===== src/rtl/length_pack_16bit_if.sv =====
// Handshake and vector bus between a length-pack writer and its driver.
// data_o uses the same unpacked array format the length finder consumes.
interface length_pack_16bit_if #(
    parameter int WIDTH = 16,
    parameter int IDXW  = 4
);
    logic             start_i;
    logic [IDXW-1:0]  len_i;
    logic             bit_valid_i;
    logic             bit_i;
    logic             data_o [0:WIDTH-1];
    logic             busy_o;
    logic             done_o;
    logic             valid_o;

    modport master (
        output start_i, len_i, bit_valid_i, bit_i,
        input  data_o, busy_o, done_o, valid_o
    );

    modport slave (
        input  start_i, len_i, bit_valid_i, bit_i,
        output data_o, busy_o, done_o, valid_o
    );
endinterface


===== src/rtl/length_pack_16bit.sv =====
// Builds a vector whose highest set bit is at len_i, filling the entries
// below the marker from a serial payload stream, one bit per accepted beat.
module length_pack_16bit #(
    parameter int WIDTH = 16,
    parameter int IDXW  = 4
) (
    input  logic                 clk_i,
    input  logic                 rst_i,
    length_pack_16bit_if.slave   bus
);
    typedef enum logic [1:0] {IDLE, LOAD, DONE} state_t;

    localparam logic [IDXW-1:0] ONE = IDXW'(1);

    state_t            state_q, state_d;
    logic [IDXW-1:0]   len_q, len_d;
    logic [IDXW-1:0]   k_q, k_d;
    logic [WIDTH-1:0]  data_q, data_d;
    logic              valid_q, valid_d;
    logic              done_q, done_d;

    logic start_acc;
    logic beat_acc;
    logic last_beat;

    assign start_acc = (state_q == IDLE) && bus.start_i;
    assign beat_acc  = (state_q == LOAD) && bus.bit_valid_i;
    // k never reaches len, so the marker entry is never overwritten
    assign last_beat = beat_acc && (k_q == (len_q - ONE));

    always_ff @(posedge clk_i or posedge rst_i) begin
        if (rst_i) begin
            state_q <= IDLE;
        end else begin
            state_q <= state_d;
        end
    end

    always_comb begin
        state_d = state_q;
        case (state_q)
            IDLE:    if (bus.start_i) state_d = (bus.len_i == '0) ? DONE : LOAD;
            LOAD:    if (last_beat) state_d = DONE;
            DONE:    state_d = IDLE;
            default: state_d = IDLE;
        endcase
    end

    always_comb begin
        len_d   = len_q;
        k_d     = k_q;
        data_d  = data_q;
        valid_d = valid_q;
        if (start_acc) begin
            len_d              = bus.len_i;
            k_d                = '0;
            data_d             = '0;
            data_d[bus.len_i]  = 1'b1;
            valid_d            = 1'b0;
        end else if (beat_acc) begin
            data_d[k_q] = bus.bit_i;
            if (!last_beat) k_d = k_q + ONE;
        end
        if (state_d == DONE) valid_d = 1'b1;
        done_d = (state_d == DONE);
    end

    always_ff @(posedge clk_i or posedge rst_i) begin
        if (rst_i) begin
            len_q   <= '0;
            k_q     <= '0;
            data_q  <= '0;
            valid_q <= 1'b0;
            done_q  <= 1'b0;
        end else begin
            len_q   <= len_d;
            k_q     <= k_d;
            data_q  <= data_d;
            valid_q <= valid_d;
            done_q  <= done_d;
        end
    end

    always_comb begin
        bus.busy_o  = (state_q != IDLE);
        bus.done_o  = done_q;
        bus.valid_o = valid_q;
        for (int i = 0; i < WIDTH; i++) begin
            bus.data_o[i] = data_q[i];
        end
    end
endmodule


===== src/flat_wrapper.sv =====
// flat-port wrapper written by rule: the top's interface ports become plain ports
module length_pack_16bit_flat 
#(
    parameter int WIDTH = 16,
    parameter int IDXW  = 4
)
  (clk_i, rst_i, bus_start_i, bus_len_i, bus_bit_valid_i, bus_bit_i, bus_data_o, bus_busy_o, bus_done_o, bus_valid_o);
  length_pack_16bit_if #(.WIDTH(WIDTH), .IDXW(IDXW)) bus_i ();
  input  logic clk_i;
  input  logic rst_i;
  input wire logic [$bits(bus_i.start_i)-1:0] bus_start_i;
  input wire logic [$bits(bus_i.len_i)-1:0] bus_len_i;
  input wire logic [$bits(bus_i.bit_valid_i)-1:0] bus_bit_valid_i;
  input wire logic [$bits(bus_i.bit_i)-1:0] bus_bit_i;
  output wire logic [$bits(bus_i.data_o)-1:0] bus_data_o;
  output wire logic [$bits(bus_i.busy_o)-1:0] bus_busy_o;
  output wire logic [$bits(bus_i.done_o)-1:0] bus_done_o;
  output wire logic [$bits(bus_i.valid_o)-1:0] bus_valid_o;
  assign bus_i.start_i = bus_start_i;
  assign bus_i.len_i = bus_len_i;
  assign bus_i.bit_valid_i = bus_bit_valid_i;
  assign bus_i.bit_i = bus_bit_i;
  assign bus_data_o = {>>{bus_i.data_o}};
  assign bus_busy_o = bus_i.busy_o;
  assign bus_done_o = bus_i.done_o;
  assign bus_valid_o = bus_i.valid_o;
  length_pack_16bit #(.WIDTH(WIDTH), .IDXW(IDXW)) u_core (.clk_i(clk_i), .rst_i(rst_i), .bus(bus_i));
endmodule

===== config.mk =====
export PLATFORM = sky130hd
export DESIGN_NAME = length_pack_16bit_flat
export DESIGN_NICKNAME = d
export VERILOG_FILES = /design/src/rtl/length_pack_16bit_if.sv /design/src/rtl/length_pack_16bit.sv /design/src/flat_wrapper.sv
export SDC_FILE = /design/constraint.sdc
export NUM_CORES = 1
export LEC_CHECK = 0
export BUFFER_PORTS_ARGS = -buffer_cell sky130_fd_sc_hd__buf_2
export CAP_MARGIN = 20
export CORE_MARGIN = 3
export CORE_UTILIZATION = 60
export DETAILED_ROUTE_END_ITERATION = 12
export MAX_ROUTING_LAYER = met4
export PLACE_DENSITY = 0.84
export SLEW_MARGIN = 20
export SYNTH_ARGS = -nofsm -noshare
export SYNTH_HDL_FRONTEND = slang
export SYNTH_SLANG_ARGS = --single-unit

===== constraint.sdc =====
create_clock -name clk_i -period 3.1 [get_ports clk_i]
set_input_delay 0.465 -clock clk_i [delete_from_list [all_inputs] [get_ports clk_i]]
set_output_delay 0.465 -clock clk_i [all_outputs]
set_load 0.1 [all_outputs]

# Word level (Yosys, flattened, before mapping)
# Index checks and enable logic that the tools add are counted.
dict set report op_classes {
  addsub 2
  order_cmp 4
  eq_ne 4
  mux 16
  n_reduce_logical 11
}
# cell count
set op_table {}
lappend op_table {{2-to-1 mux 16 bit} 2}
lappend op_table {{bitwise mux 16 bit} 1}
lappend op_table {{2-to-1 mux 4 bit} 3}
lappend op_table {{less-than comparator 4 x 5 -> 1 bit (second input constant)} 2}
lappend op_table {{demux 1 bit (select 4 bit)} 2}
lappend op_table {{greater-or-equal comparator 4 x 1 -> 1 bit (second input constant)} 2}
lappend op_table {{2-to-1 mux 2 bit} 3}
lappend op_table {{nonzero test 2 bit} 3}
lappend op_table {{logical AND 1 bit} 5}
lappend op_table {{adder 4 x 1 -> 4 bit (second input constant)} 1}
lappend op_table {{== test 4 bit} 1}
lappend op_table {{logical NOT 4 bit} 1}
lappend op_table {{2-to-1 mux 1 bit} 4}
lappend op_table {{one-hot mux 2 bit (2 select lines)} 1}
lappend op_table {{subtractor 4 x 1 -> 4 bit (second input constant)} 1}
lappend op_table {{== test 2 x 1 -> 1 bit (second input constant)} 1}
lappend op_table {{== test 2 bit (second input constant)} 1}
lappend op_table {{logical NOT 2 bit} 1}
lappend op_table {{inequality test 2 x 1 -> 1 bit (second input constant)} 1}
lappend op_table {{AND reduction 2 bit} 1}
dict set report totals {
  regBits 28
  out_inout_bits 19
  elab_cells 43
}

# Logic depth before layout (Yosys ltp)
dict set report depth {
  ltp_word 7
  ltp_mapped 6
}

# Least setup slack after synthesis
# No wires, ideal clock.
dict set report synth_timing {
  path_type {reg-to-reg}
  startpoint {register u_core.len_q[0]}
  endpoint {register u_core.k_q[0]}
  setup_time_ns 0.120
  arrival_time_ns 1.649
  slack_ns 1.332
  path_stages_with_launch 7
  cell_sequence {dfrtp_1 -> inv_1 -> ha_1 -> xor2_1 -> nand2_1 -> or4_1 -> and3_1}
}
dict set report synth_via {
  elab_chain_len 5
}
# element line_no
set synth_rtl {}
lappend synth_rtl {{start, declared} length_pack_16bit.sv:16} ;# logic [IDXW-1:0] len_q, len_d;
lappend synth_rtl {{start signal, assigned} length_pack_16bit.sv:76} ;# len_q <= len_d;
lappend synth_rtl {{subtractor 4 x 1 -> 4 bit} length_pack_16bit.sv:29} ;# assign last_beat = beat_acc && (k_q == (len_q - ONE));
lappend synth_rtl {{== test 4 bit} length_pack_16bit.sv:29}
lappend synth_rtl {{logical AND 1 bit} length_pack_16bit.sv:29}
lappend synth_rtl {{inequality test 2 x 1 -> 1 bit (no line)} --}
lappend synth_rtl {{AND reduction 2 bit (no line)} --}
lappend synth_rtl {{end signal, assigned} length_pack_16bit.sv:77} ;# k_q <= k_d;
lappend synth_rtl {{end, declared} length_pack_16bit.sv:17} ;# logic [IDXW-1:0] k_q, k_d;
# Every way passes these cells.
# A chain may end at the register's enable or synchronous reset.

# Worst setup path in the final report
dict set report layout_timing {
  startpoint {register u_core.len_q[0]}
  endpoint {register u_core.valid_q (netlist: u_core.bus.valid_o)}
}
dict set report layout_via {
  elab_chain_len 7
  elab_cells_between_ends 8
  classes_between {1 x add/sub; 2 x eq/ne; 3 x mux; 2 x reduce/logical}
}
# element line_no
set layout_rtl {}
lappend layout_rtl {{subtractor 4 x 1 -> 4 bit (*)} length_pack_16bit.sv:29}
lappend layout_rtl {{== test 4 bit (*)} length_pack_16bit.sv:29}
lappend layout_rtl {{logical AND 1 bit (*)} length_pack_16bit.sv:29}
lappend layout_rtl {{2-to-1 mux 2 bit (*)} length_pack_16bit.sv:43} ;# LOAD: if (last_beat) state_d = DONE;
lappend layout_rtl {{one-hot mux 2 bit (2 select lines) (*)} length_pack_16bit.sv:41} ;# case (state_q)
lappend layout_rtl {{== test 2 bit (*)} length_pack_16bit.sv:64} ;# if (state_d == DONE) valid_d = 1'b1;
lappend layout_rtl {{2-to-1 mux 1 bit or nonzero test 2 bit (tied branches)} --}
lappend layout_rtl {{end signal, assigned} length_pack_16bit.sv:79} ;# valid_q <= valid_d;
lappend layout_rtl {{end, declared} length_pack_16bit.sv:19} ;# logic valid_q, valid_d;
# Mark *: on every way between the ends. The rest lies on a longest branch, timed or not.

==> impl_metrics.tcl <==
set metrics [dict create \
    synth_edf_count 0 \
    fin_setup_tns_ns 0 \
    ys_types 39 \
    grt_first_pass_wirelength_um 6490 \
    place_inst 226 \
    cts.repair.resized 0 \
    synth-seq-cells 28 \
    critPathMaxFanout 9 \
    synth_ff_type "dfrtp_1" \
    top_usage_layer "met2" \
    grt_setup_unrepaired "false" \
    drive_gt1_share_pct 18.0 \
    postRouteAntennaNets 0 \
    viasPerCell 6.51 \
    yosysSeqAreaShare_pct 40.7 \
    tritoncts "done" \
    hpwl_um 2770 \
    diodes 0 \
    grt_pass1_vias 1412 \
    period_share_pct 65.4 \
    vias 1498 \
    worstHoldPathType "input pin to asynchronous set/reset pin" \
    clock-sinks 28 \
    end_kind "register" \
    critPathLaunchType "register" \
    core_um2 2610 \
    htreeDepth 1 \
    clock_latency_ns 0.32 \
    gr-usage-met3_pct 2.18 \
    routed_wl_um 3930 \
    use_met2_pct 37.9 \
    die_w_um 59.6 \
    async_reset_ff_share_pct 100 \
    grt_max_degree 35 \
    status "complete, no violations" \
    grt_use_met1_pct 34.8 \
    dr.pass1.iters 4 \
    fin_skew_ns 0.00363 \
    hold_violations 0 \
    synthToLayoutAreaGrowth_pct 8.93 \
    start_util_pct 65.9 \
    synthCells 185 \
    max_freq_mhz 493 \
    gp_congestion 0.823 \
    synth_nets 199 \
    n_fill_cell 210 \
    critPathKind "register to register" \
    ys.warnings.count 0 \
    drtIter0Drc 113 \
    antenna_found_initial 0 \
    die_h_um 59.6 \
    worst_slew_pin_slew_ns 1.06 \
    overflow 0 \
    final_cell_count_no_fill 230 \
    cts_setup_buffers 0 \
    wl_per_cell_um 17.1 \
    avgSynthCellArea_um2 9.31 \
    port_buffers 27 \
    drc_errors 0 \
    finalSetupViolCount 0 \
    clkTransAtPathRegs_ns 0.15 \
    required_ns 3.32 \
    cts_buffers 3 \
    rows 18 \
    track_usage_pct 24.5 \
    critical_path_arrival_ns 2.25 \
    drv_slew 0 \
    drv_cap 0 \
    clock_path_buffers 2 \
    root_buffer "clkbuf_4" \
    die_area_um2 3550 \
    min_period_ns 2.03 \
    pin_count 28 \
    slew-limit-headroom_pct 29.3 \
    holdBufCountCts 0 \
    layout.nets 216 \
    syn-cell-area_um2 1720 \
]
[metal layers]
metal | share of wire [%] | vias to the layer above
li1 | - | 710
met1 | 46 | 729
met2 | 47 | 55
met3 | 6.4 | 4
met4 | 0.82 | 0
met5 | 0 | -
[through the flow]
| step | setup WS, ns | instance area [um^2] | util [%] | hold WS, ns |
|---|---|---|---|---|
| after floorplan | 1.33 | 1720 | - | 0.509 |
| after CTS | 1.08 | 1850 | 70.9 | 0.411 |
| after global placement | 1.07 | 1830 | 70.0 | 0.508 |
| after global routing | 0.879 | 1880 | 71.8 | 0.00997 |
| after detailed placement | 0.984 | 1830 | 70.0 | 0.506 |
| final | 1.07 | 1880 | 71.8 | 0.0166 |
[sequential cells by signal (all words and copies together) (netlist names)]
register,flops
u_core.bus.valid_o,1
u_core.bus.done_o,1
u_core.data_q,16
u_core.len_q,4
u_core.state_q,2
u_core.k_q,4
[cell usage after synthesis, types with 3 or more instances]
| cell | count | share of area (%) |
|---|---|---|
| nor2_1 | 4 | 0.87 |
| mux2i_1 | 16 | 9.3 |
| o21ai_0 | 3 | 0.87 |
| nor3_1 | 7 | 2.0 |
| or4_1 | 3 | 1.3 |
| o21ai_1 | 3 | 0.87 |
| nand2_1 | 14 | 3.1 |
| a21oi_1 | 20 | 5.8 |
| o211ai_1 | 3 | 1.3 |
| dfrtp_1 | 28 | 41 |
| a31oi_1 | 8 | 2.9 |
| clkbuf_1 | 14 | 3.1 |
| nand4_1 | 7 | 2.5 |
| inv_1 | 7 | 1.5 |
| ha_1 | 5 | 3.6 |
| a21o_1 | 3 | 1.3 |
| nand3_1 | 7 | 2.0 |
| nor2b_1 | 4 | 1.5 |
| nand4b_1 | 4 | 2.0 |
[cells in the final DEF (no fill, tap or decap), types with 2 or more instances in the layout]
master | netlist | routed
dfrtp_1 | 28 | 28
buf_2 | 2 | 27
a21oi_1 | 20 | 20
mux2i_1 | 16 | 16
nand2_1 | 14 | 14
a31oi_1 | 8 | 8
nor3_1 | 7 | 7
nand3_1 | 7 | 7
nand4_1 | 7 | 7
inv_1 | 7 | 6
ha_1 | 5 | 5
nand4b_1 | 4 | 4
nor2_1 | 4 | 4
nor2b_1 | 4 | 4
o21ai_1 | 3 | 3
o21ai_0 | 3 | 3
a21o_1 | 3 | 3
o211ai_1 | 3 | 3
or4_1 | 3 | 3
clkbuf_4 | 0 | 3
nor3b_1 | 2 | 2
xor2_1 | 2 | 2
xnor2_1 | 2 | 2
nor4_1 | 2 | 2
[worst max-delay path, stage by stage (launching register included)]
cell and delay, ns:
dfrtp_1 0.43, inv_1 0.07, ha_1 0.20, xnor2_1 0.15
xnor2_1 0.53, nor3_1 0.17, a221o_1 0.37
[final cells by class]
| cell class | count | area [um^2] | share of cell area, % |
|---|---|---|---|
| Inverter | 7 | 26.3 | 1.40 |
| Tap cell | 30 | 37.5 | 2.00 |
| Multi-Input combinational cell | 133 | 922 | 49.1 |
| Timing Repair Buffer | 29 | 168 | 8.93 |
| Sequential cell | 28 | 701 | 37.3 |
| Clock buffer | 3 | 22.5 | 1.20 |
[logic make-up (layout without fill, tap and decap cells)]
| family | count (synthesis) | after routing | share of synthesized area, % |
|---|---|---|---|
| adder cells (fa/ha/maj) | 5 | 5 | 3.63 |
| multiplexers | 16 | 16 | 9.30 |
| AND/OR/NAND/NOR | 60 | 60 | 19.6 |
| buffers and inverters | 24 | 39 | 5.81 |
| flip-flops | 28 | 28 | 40.7 |
| AO/OA/AOI/OAI | 46 | 46 | 16.4 |
| XOR/XNOR | 6 | 6 | 4.58 |
[path summary, 6_finish.rpt]
path	cells past startpoint	to	startpoint	slack, ns
max	6	u_core.bus.valid_o	u_core.len_q[0]	1.07
min	2	u_core.len_q[2]	rst_i	0.02
max reg2reg	6	u_core.bus.valid_o	u_core.len_q[0]	1.07
min reg2reg	1	u_core.bus.valid_o	u_core.bus.valid_o	0.55
max in group asynchronous	3	u_core.data_q[5]	rst_i	2.67
min in group clk_i	3	u_core.len_q[3]	bus_len_i[3]	0.45
Power is left out: the tool's default activity adds up to more than one toggle a clock period on the data nets, which glitch-free logic cannot reach.
